===== src/rtl/fetch_controller.sv =====
// Front-end fetch sequencer: owns the PC, feeds the IF/ID register and handles
// stall, redirect-with-flush and halt detection for the 16-bit pipelined core.
module fetch_controller #(
  parameter int          ADDR_W      = 6,
  parameter int          INSTR_W     = 16,
  parameter logic [3:0]  HALT_OPCODE = 4'hF,
  parameter logic [15:0] NOP_INSTR   = 16'h0000
) (
  input  logic               clk,
  input  logic               rst,
  input  logic               start,
  input  logic               stall,
  input  logic               redirect_valid,
  input  logic [ADDR_W-1:0]  redirect_target,
  output logic [ADDR_W-1:0]  imem_addr,
  input  logic [INSTR_W-1:0] imem_instr,
  output logic [INSTR_W-1:0] ifid_instr,
  output logic [ADDR_W-1:0]  ifid_pc,
  output logic               ifid_valid,
  output logic               halted,
  output logic [15:0]        fetch_count
);

  typedef enum logic [1:0] {
    ST_IDLE = 2'd0,
    ST_RUN  = 2'd1,
    ST_HALT = 2'd2
  } state_t;

  state_t              state_q, state_d;
  logic [ADDR_W-1:0]   pc_q, pc_d;
  logic [INSTR_W-1:0]  ifid_instr_q, ifid_instr_d;
  logic [ADDR_W-1:0]   ifid_pc_q, ifid_pc_d;
  logic                ifid_valid_q, ifid_valid_d;
  logic [15:0]         fetch_count_q, fetch_count_d;
  logic                is_halt_instr;

  assign is_halt_instr = (imem_instr[INSTR_W-1 -: 4] == HALT_OPCODE);

  always_comb begin
    state_d       = state_q;
    pc_d          = pc_q;
    ifid_instr_d  = ifid_instr_q;
    ifid_pc_d     = ifid_pc_q;
    ifid_valid_d  = ifid_valid_q;
    fetch_count_d = fetch_count_q;

    case (state_q)
      ST_IDLE: begin
        ifid_valid_d = 1'b0;
        if (start) begin
          state_d = ST_RUN;
        end
      end

      ST_RUN: begin
        if (redirect_valid) begin
          pc_d         = redirect_target;
          ifid_instr_d = INSTR_W'(NOP_INSTR);
          ifid_valid_d = 1'b0;
        end else if (!stall) begin
          ifid_instr_d  = imem_instr;
          ifid_pc_d     = pc_q;
          ifid_valid_d  = 1'b1;
          fetch_count_d = (fetch_count_q == 16'hFFFF) ? fetch_count_q
                                                      : fetch_count_q + 16'd1;
          // A fetched halt parks the PC on itself so a later squash is clean.
          if (is_halt_instr) begin
            state_d = ST_HALT;
          end else begin
            pc_d = pc_q + ADDR_W'(1);
          end
        end
      end

      ST_HALT: begin
        if (redirect_valid) begin
          pc_d         = redirect_target;
          ifid_instr_d = INSTR_W'(NOP_INSTR);
          ifid_valid_d = 1'b0;
          state_d      = ST_RUN;
        end else if (!stall) begin
          ifid_instr_d = INSTR_W'(NOP_INSTR);
          ifid_valid_d = 1'b0;
        end
      end

      default: begin
        state_d = ST_IDLE;
      end
    endcase
  end

  always_ff @(posedge clk) begin
    if (rst) begin
      state_q       <= ST_IDLE;
      pc_q          <= '0;
      ifid_instr_q  <= INSTR_W'(NOP_INSTR);
      ifid_pc_q     <= '0;
      ifid_valid_q  <= 1'b0;
      fetch_count_q <= '0;
    end else begin
      state_q       <= state_d;
      pc_q          <= pc_d;
      ifid_instr_q  <= ifid_instr_d;
      ifid_pc_q     <= ifid_pc_d;
      ifid_valid_q  <= ifid_valid_d;
      fetch_count_q <= fetch_count_d;
    end
  end

  assign imem_addr   = pc_q;
  assign ifid_instr  = ifid_instr_q;
  assign ifid_pc     = ifid_pc_q;
  assign ifid_valid  = ifid_valid_q;
  assign halted      = (state_q == ST_HALT);
  assign fetch_count = fetch_count_q;

endmodule


===== config.mk =====
export PLATFORM = sky130hd
export DESIGN_NAME = fetch_controller
export DESIGN_NICKNAME = d
export VERILOG_FILES = /design/src/rtl/fetch_controller.sv
export SDC_FILE = /design/constraint.sdc
export NUM_CORES = 1
export LEC_CHECK = 0
export BUFFER_PORTS_ARGS = -buffer_cell sky130_fd_sc_hd__buf_4
export CORE_ASPECT_RATIO = 0.8
export CORE_MARGIN = 5
export CORE_UTILIZATION = 38
export DETAILED_ROUTE_END_ITERATION = 12
export PLACE_DENSITY = 0.69
export SYNTH_ARGS = -nofsm -noshare
export SYNTH_HDL_FRONTEND = slang
export SYNTH_SLANG_ARGS = --single-unit

===== constraint.sdc =====
create_clock -name clk -period 2.2 [get_ports clk]
set_clock_uncertainty 0.1 [all_clocks]
set_input_delay 0 -clock clk [delete_from_list [all_inputs] [get_ports clk]]
set_output_delay 0 -clock clk [all_outputs]
set_load 0.02 [all_outputs]

Word-level counts from Yosys, hierarchy flattened:

Index checks and enable logic that the tools add are counted.

* register bits after elaboration: 47
* input port bits: 27
* output and inout port bits: 46

* $add $sub $neg: 2
* equality and inequality tests: 12
* multiplexer cells: 21
* bitwise operators: 3
* reduce and logical (&&, ||, !) cells: 9

Operators by type and width (count)
* $mux 16: 4
* $pmux 16 s2: 1
* $mux 6: 4
* $add 16x1->16 const B: 1
* $eq 16x16->1 const B: 1
* $pmux 6 s2: 1
* $mux 2: 5
* $ne 2x2->1 const B: 5
* $ne 3x3->1 const B: 3
* $reduce_and 3->1: 3
* $reduce_and 4->1: 2
* $add 6x1->6 const B: 1
* $pmux 2 s3: 1
* $reduce_and 5->1: 1
* $eq 4x4->1 const B: 1
* $mux 1: 4
* $not 1->1: 3
* $pmux 1 s3: 1
* $reduce_bool 3->1: 1
* $eq 2x1->1 const B: 1
* $eq 2x2->1 const B: 1
* $logic_not 2->1: 1
* $reduce_bool 2->1: 1

Longest topological paths before layout:

Gate-level depths: netlist of run 1.

* depth after elaboration: 5
* gate-level depth with buffers: 7
* depth with buffers taken out: 5

Worst setup path after synthesis of run 1:

OpenSTA, ideal clock, no wires.

* path type: register to register
* start point: reg fetch_count_q[0], in the netlist fetch_count[0]
* end point: reg fetch_count_q[5], in the netlist fetch_count[5]
* library setup time: 0.121 ns
* data arrival time: 1.745 ns
* data required time: 1.979 ns
* path slack: 0.235 ns
* stages on the path, launching flop included: 7
* path buffers: 1
* cell sequence: dfxtp_1 > ha_1 > nand3_1 > nor3_1 > buf_2 > a211oi_1 > mux2_2

* longest elaborated chain between the ends: 3
* elaborated cells between the ends (all ways): 4
* classes of those cells: add/sub (1); eq/ne (1); bitwise (1); reduce/logical (1)

Ends and longest elaborated chain
* start: declaration: line 35 `logic [15:0] fetch_count_q, fetch_count_d;`
* start signal: assignment: line 108 `fetch_count_q <= fetch_count_d;`
* parallel branches: the longest is 3 deep, another holds $add 16x1->16

Parallel ways; which one is timed is not known.
A chain may end at the register's enable or synchronous reset.

Final worst setup path of run 1:

* start point: reg state_q[0]
* end point: reg fetch_count_q[14], in the netlist fetch_count[14]

* longest elaborated chain between the ends: 2

Ends and longest elaborated chain
* start: declaration: line 30 `state_t state_q, state_d;`
* start signal: assignment: line 103 `state_q <= state_d;`
* $eq 2x1->1: line 48 `case (state_q)`
* $reduce_and 4->1 (no source line)

Every way passes these cells.

==> results.py, run 1 <==
metrics = {
    "run_status": {
        "status": "complete, no violations",
    },
    "floorplanning": {
        "ios": 73,
        "placementRows": 25,
        "coreArea_sq_um": 5880,
        "die_w_um": 96.9,
        "start_util_pct": 39.0,
        "die_h_um": 79.5,
        "dieArea_sq_um": 7710,
    },
    "global_routing": {
        "grt_max_degree": 52,
        "grt_pass1_vias": 2193,
        "gr-total-overflow": 0,
        "grt_pass1_wl_um": 10800,
        "globalRouteTotalUtil_pct": 16.7,
        "grt_antenna_before_repair": 0,
    },
    "sta": {
        "fin_tns_setup_ps": 0,
        "relSlewSlack_pct": 62.9,
        "maxSlewViolCount": 0,
        "min_period_ps": 1970,
        "setup_ws_ps": 228,
        "worst_slew_pin_slew_ps": 555,
        "fin_crit_sh_pct": 89.7,
        "setup_violations": 0,
        "hold_violations": 0,
        "rsz0062_at_grt": "no",
        "fmax_mhz": 507,
        "whs_ps": 13.4,
    },
    "power_and_ir_drop": {
        "vdd_drop_max_mv": 0.266,
        "p_leak_nw": 1.27,
        "power_mw": 1.69,
        "p_per_area_nw_per_um2": 530,
    },
    "place": {
        "routabilityCongestion": 0.828,
        "place_inst": 421,
        "dp_slack_ps": 258,
        "place_area_sq_um": 2920,
        "io_buffer_count": 72,
        "dp_hpwl_um": 4530,
    },
    "route": {
        "drc": 0,
        "wl_um": 6460,
        "drtIter0Drc": 110,
        "wl_per_cell_um": 14.5,
        "firstDrtPassIters": 4,
        "final_antenna_net_count": 0,
        "vias": 2392,
        "viasPerCell": 5.36,
    },
    "cts": {
        "cts_tree": "yes",
        "cts_made_buffers": 5,
        "cts_sinks": 47,
        "cts_root_buffer": "clkbuf_8",
        "cts.path.max_buffers": 2,
        "clk_pin_slew_ps": 80,
        "cts_max_level": 2,
        "worstSkewPairLatency_ps": 300,
    },
    "critical_path": {
        "path_buf_inv": 1,
        "worstPathCellList": "nor4b_4 > buf_4 > nand3_2 > nor4_1 > mux2_1",
        "worst_path_max_delay_cell": "dfxtp_1",
        "endpoint_kind": "flip-flop",
        "path_delay_family": "simple AND/OR/NAND/NOR gates",
        "crit_fanout": 17,
        "cp_slowest_stage_delay_ps": 480,
        "crit_type": "flip-flop to flip-flop",
        "arrival_ps": 2050,
        "worstSetupStartpointType": "flip-flop",
        "required_ps": 2280,
    },
    "job": {
        "drv_cap": 0,
    },
    "yosys": {
        "synth_edf_count": 0,
        "ys_types": 55,
        "syn_area_sq_um": 2300,
        "synth-seq-area-share_pct": 41.0,
        "yosysWarnings": 0,
        "ys_seq_elements": 47,
        "synthArstFlopShare_pct": 0,
        "synth_ff_type": "dfxtp_1",
        "syn_inst": 276,
        "synth_area_per_cell_sq_um": 8.32,
        "syn_nets": 305,
    },
    "layout": {
        "finalInstanceArea_sq_um": 3190,
        "n_antenna_cell": 0,
        "stdcell_count": 446,
        "utilization_pct": 54.2,
        "synthToLayoutAreaGrowth_pct": 38.9,
        "nNetsFinal": 393,
        "drive_gt1_share_pct": 28.2,
    },
    "min_path": {
        "min_path_type": "input pin to flip-flop",
    },
}
==> where the power goes <==
part	total, mW	internal, mW	switching (mW)
Clock	0.562	0.287	0.275
Combinational	0.234	0.113	0.121
Sequential	0.892	0.871	0.0217
Total	1.69	1.27	0.418
==> worst paths after layout <==
| kind | startpoint | to | slack, ps | cells after the start |
|---|---|---|---|---|
| worst max-delay path | state_q[0]$_SDFFE_PP0P_ | fetch_count[14]$_SDFFE_PP0P_ | 230 | 5 |
| worst min-delay path | redirect_target[2] | imem_addr[2]$_SDFFE_PP0P_ | 10 | 3 |
| worst max register to register | state_q[0]$_SDFFE_PP0P_ | fetch_count[14]$_SDFFE_PP0P_ | 230 | 5 |
| worst min register to register | ifid_instr[0]$_SDFFE_PP0P_ | ifid_instr[0]$_SDFFE_PP0P_ | 360 | 2 |
==> synth_stat cells, types with 5 or more instances <==
library cell	number	area (sq um)
dfxtp_1	47	941
nand2_1	42	158
a21oi_1	36	180
nand3_1	23	115
nor2_1	13	48.8
nor2b_1	10	62.6
clkbuf_1	8	30.0
mux2_2	7	78.8
o21ai_0	7	35.0
inv_1	5	18.8
==> layout make-up <==
type / instances / area [sq um]
inverters: 6 / 22.5
fillers: 548 / 2690
well taps: 81 / 101
clock buffers: 8 / 100
repair buffers: 97 / 771
multi-input cells: 207 / 1250
flip-flops and latches: 47 / 941
==> worst register-to-register path: cells and delay by family (launching register included) <==
| kind | cells | cell delay (ps) |
|---|---|---|
| multiplexers | 1 | 350 |
| buffers and inverters | 1 | 260 |
| AND/OR/NAND/NOR | 3 | 680 |
| flip-flops | 1 | 480 |
==> state kept, by name, summed over array words and instances, names as in the netlist <==
signal       count
fetch_count     16
ifid_instr      16
ifid_pc          6
imem_addr        6
state_q          2
ifid_valid       1
==> repair_timing <==
| action | 4_1_cts | 5_1_grt |
|---|---|---|
| gates resized for setup | 0 | 0 |
| hold endpoints to repair | 17 | 0 |
| hold buffers | 17 | 0 |
| buffers inserted | 0 | 0 |
==> cells by family after synthesis <==
logic type / after synthesis / synth area share (%)
simple gates: 127 / 30.1
flops: 47 / 41.0
mux: 9 / 4.36
compound gates: 69 / 19.0
fa+ha+maj: 2 / 1.09
buf+inv: 22 / 4.47
==> routing by layer <==
layer | vias up | part of all wire (%) | GRT usage [%]
li1 | 1179 | - | -
met2 | 84 | 44 | 27.1
met4 | 0 | 1.1 | 4.35
met5 | - | 0 | 0
met1 | 1120 | 48 | 22.0
met3 | 9 | 6.9 | 4.63
==> layout by cell type (no fill, tap or decap), types with 2 or more instances in the layout <==
cell type	n
a21oi_1	36
o221a_1	2
nor2_1	13
nand2b_1	4
a22oi_1	2
nor3b_1	2
inv_1	5
nor2b_1	10
clkbuf_8	7
nor4_1	4
dfxtp_1	47
or4_1	3
nand3_1	23
o21ai_0	7
and3_1	2
nand4_1	4
o32ai_1	2
ha_1	2
nand2_1	42
nor3_1	4
a211oi_1	4
o31ai_1	3
dlygate4sd3_1	17
and4_1	4
and2_1	2
mux2_2	7
buf_4	80
No activity file was read; power rests on OpenSTA's default activity.
==> inputs of run 2 (changes only) <==
--- a/config.mk
+++ b/config.mk
@@ -6,7 +6,7 @@
 export NUM_CORES = 1
 export LEC_CHECK = 0
 export BUFFER_PORTS_ARGS = -buffer_cell sky130_fd_sc_hd__buf_4
-export CORE_ASPECT_RATIO = 0.8
+export CORE_ASPECT_RATIO = 1.4
 export CORE_MARGIN = 5
 export CORE_UTILIZATION = 38
 export DETAILED_ROUTE_END_ITERATION = 12
==> results.py, run 2 (synthesized netlist as in run 1, its figures left out) <==
metrics = {
    "run_status": {
        "status": "complete, no violations",
    },
    "sta": {
        "setup_ws_ps": 205,
        "setup_violations": 0,
        "fmax_mhz": 501,
        "relSlewSlack_pct": 64.6,
        "maxSlewViolCount": 0,
        "min_period_ps": 2000,
        "worst_slew_pin_slew_ps": 529,
        "fin_crit_sh_pct": 90.7,
        "hold_violations": 0,
        "fin_tns_setup_ps": 0,
        "rsz0062_at_grt": "no",
    },
    "critical_path": {
        "worst_path_max_delay_cell": "dfxtp_1",
        "endpoint_kind": "flip-flop",
        "r2r-end": "fetch_count[14]$_SDFFE_PP0P_",
        "crit_fanout": 17,
        "worstSetupStartpointType": "flip-flop",
        "path_delay_family": "simple AND/OR/NAND/NOR gates",
        "rrSetupSlack_ps": 200,
        "reg2reg_from": "state_q[0]$_SDFFE_PP0P_",
        "required_ps": 2290,
        "worstPathCellList": "nor4b_4 > buf_4 > nand3_2 > nor4_1 > mux2_1",
        "path_buf_inv": 1,
        "arrival_ps": 2080,
        "crit_type": "flip-flop to flip-flop",
        "cp_slowest_stage_delay_ps": 480,
        "r2r_cells": 5,
    },
    "global_routing": {
        "grt_pass1_vias": 2267,
        "grt_pass1_wl_um": 10700,
        "globalRouteTotalUtil_pct": 17.8,
        "gr-total-overflow": 0,
        "grt_max_degree": 52,
        "grt_antenna_before_repair": 0,
    },
    "route": {
        "drtIter0Drc": 196,
        "vias": 2345,
        "wl_per_cell_um": 15.4,
        "final_antenna_net_count": 0,
        "wl_um": 6680,
        "firstDrtPassIters": 4,
        "drc": 0,
        "viasPerCell": 5.42,
    },
    "floorplanning": {
        "start_util_pct": 39.2,
        "die_w_um": 75.7,
        "die_h_um": 102,
        "dieArea_sq_um": 7720,
        "coreArea_sq_um": 5860,
        "ios": 73,
        "placementRows": 33,
    },
    "layout": {
        "layout_common_cells": "buf_4, dfxtp_1, nand2_1, a21oi_1, nand3_1",
        "drive_gt1_share_pct": 27.8,
        "synthToLayoutAreaGrowth_pct": 37.1,
        "nFillCells": 562,
        "nNetsFinal": 393,
        "n_antenna_cell": 0,
        "final_common_cell": "buf_4",
    },
    "cts": {
        "clk_pin_slew_ps": 80,
        "postCtsHoldBufs": 17,
        "cts_made_buffers": 5,
        "cts_resized": 0,
        "cts_tree": "yes",
        "cts.path.max_buffers": 2,
        "worstSkewPairLatency_ps": 300,
        "cts_max_level": 2,
        "cts_root_buffer": "clkbuf_8",
        "post_cts_buffers": 0,
        "cts_sinks": 47,
    },
    "power_and_ir_drop": {
        "vdd_drop_max_mv": 0.301,
        "p_leak_nw": 1.26,
        "power_mw": 1.62,
        "p_per_area_nw_per_um2": 514,
    },
    "min_path": {
        "min_to": "imem_addr[5]$_SDFFE_PP0P_",
        "hold_start": "redirect_target[5]",
        "min_path_cells": 4,
        "min_path_type": "input pin to flip-flop",
    },
    "place": {
        "dp_slack_ps": 232,
        "io_buffer_count": 72,
        "routabilityCongestion": 0.842,
        "dp_hpwl_um": 4710,
    },
    "job": {
        "drv_cap": 0,
    },
}
run 2: changes by cell type in the layout (fill, tap and decap cells not counted), sizes merged:
cell,before,now
clkbuf,8,6
run 2: area by class of cell:
class,count,area [sq um],share of cell area (%)
clock buffer,6,72.6,2.31
timing repair buffer,97,771,24.5
sequential,47,941,29.9
inverter,6,22.5,0.716
tap,70,87.6,2.78
multi-input combinational,207,1250,39.8
run 2: per-stage QoR:
step	util, %	hold slack, ps	std cells	instance area (sq um)
final	53.7	12.9	433	3150
after global routing	53.7	20.7	433	3150
after CTS	53.7	0.999	433	3150
after detailed placement	49.5	176	410	2900
after global placement	49.5	168	410	2900
after floorplan	-	51.9	276	2300
run 2: worst max-delay path by stage:
stage,startpoint,slack (ps),end,depth (start not counted)
after floorplan,fetch_count[0]$_SDFFE_PP0P_,230,fetch_count[5]$_SDFFE_PP0P_,6
after global placement,state_q[0]$_SDFFE_PP0P_,310,fetch_count[14]$_SDFFE_PP0P_,5
after detailed placement,state_q[0]$_SDFFE_PP0P_,230,fetch_count[14]$_SDFFE_PP0P_,5
after CTS,state_q[0]$_SDFFE_PP0P_,220,fetch_count[14]$_SDFFE_PP0P_,5
after global routing,state_q[0]$_SDFFE_PP0P_,7,fetch_count[14]$_SDFFE_PP0P_,5
final,state_q[0]$_SDFFE_PP0P_,200,fetch_count[14]$_SDFFE_PP0P_,5
run 2: tightest hold or removal path: cells and delay by family:
family,cells,cell delay [ps]
AOI/OAI and AO/OA,2,190
and+or+nand+nor,1,60
buffers and inverters,1,110
run 2: where the power goes:
part	switching [mW]	total (mW)	internal (mW)	leakage, nW
sequential	0.0210	0.892	0.871	0.381
clock	0.278	0.490	0.213	0.0371
combinational	0.121	0.235	0.113	0.839
total	0.420	1.62	1.20	1.26
run 2: routing by layer:
layer / part of all wire, % / GRT usage, %
met1: 39 / 20.8
met5: 0 / 0
met3: 4.5 / 3.25
met4: 2.3 / 7.27
met2: 54 / 31.1
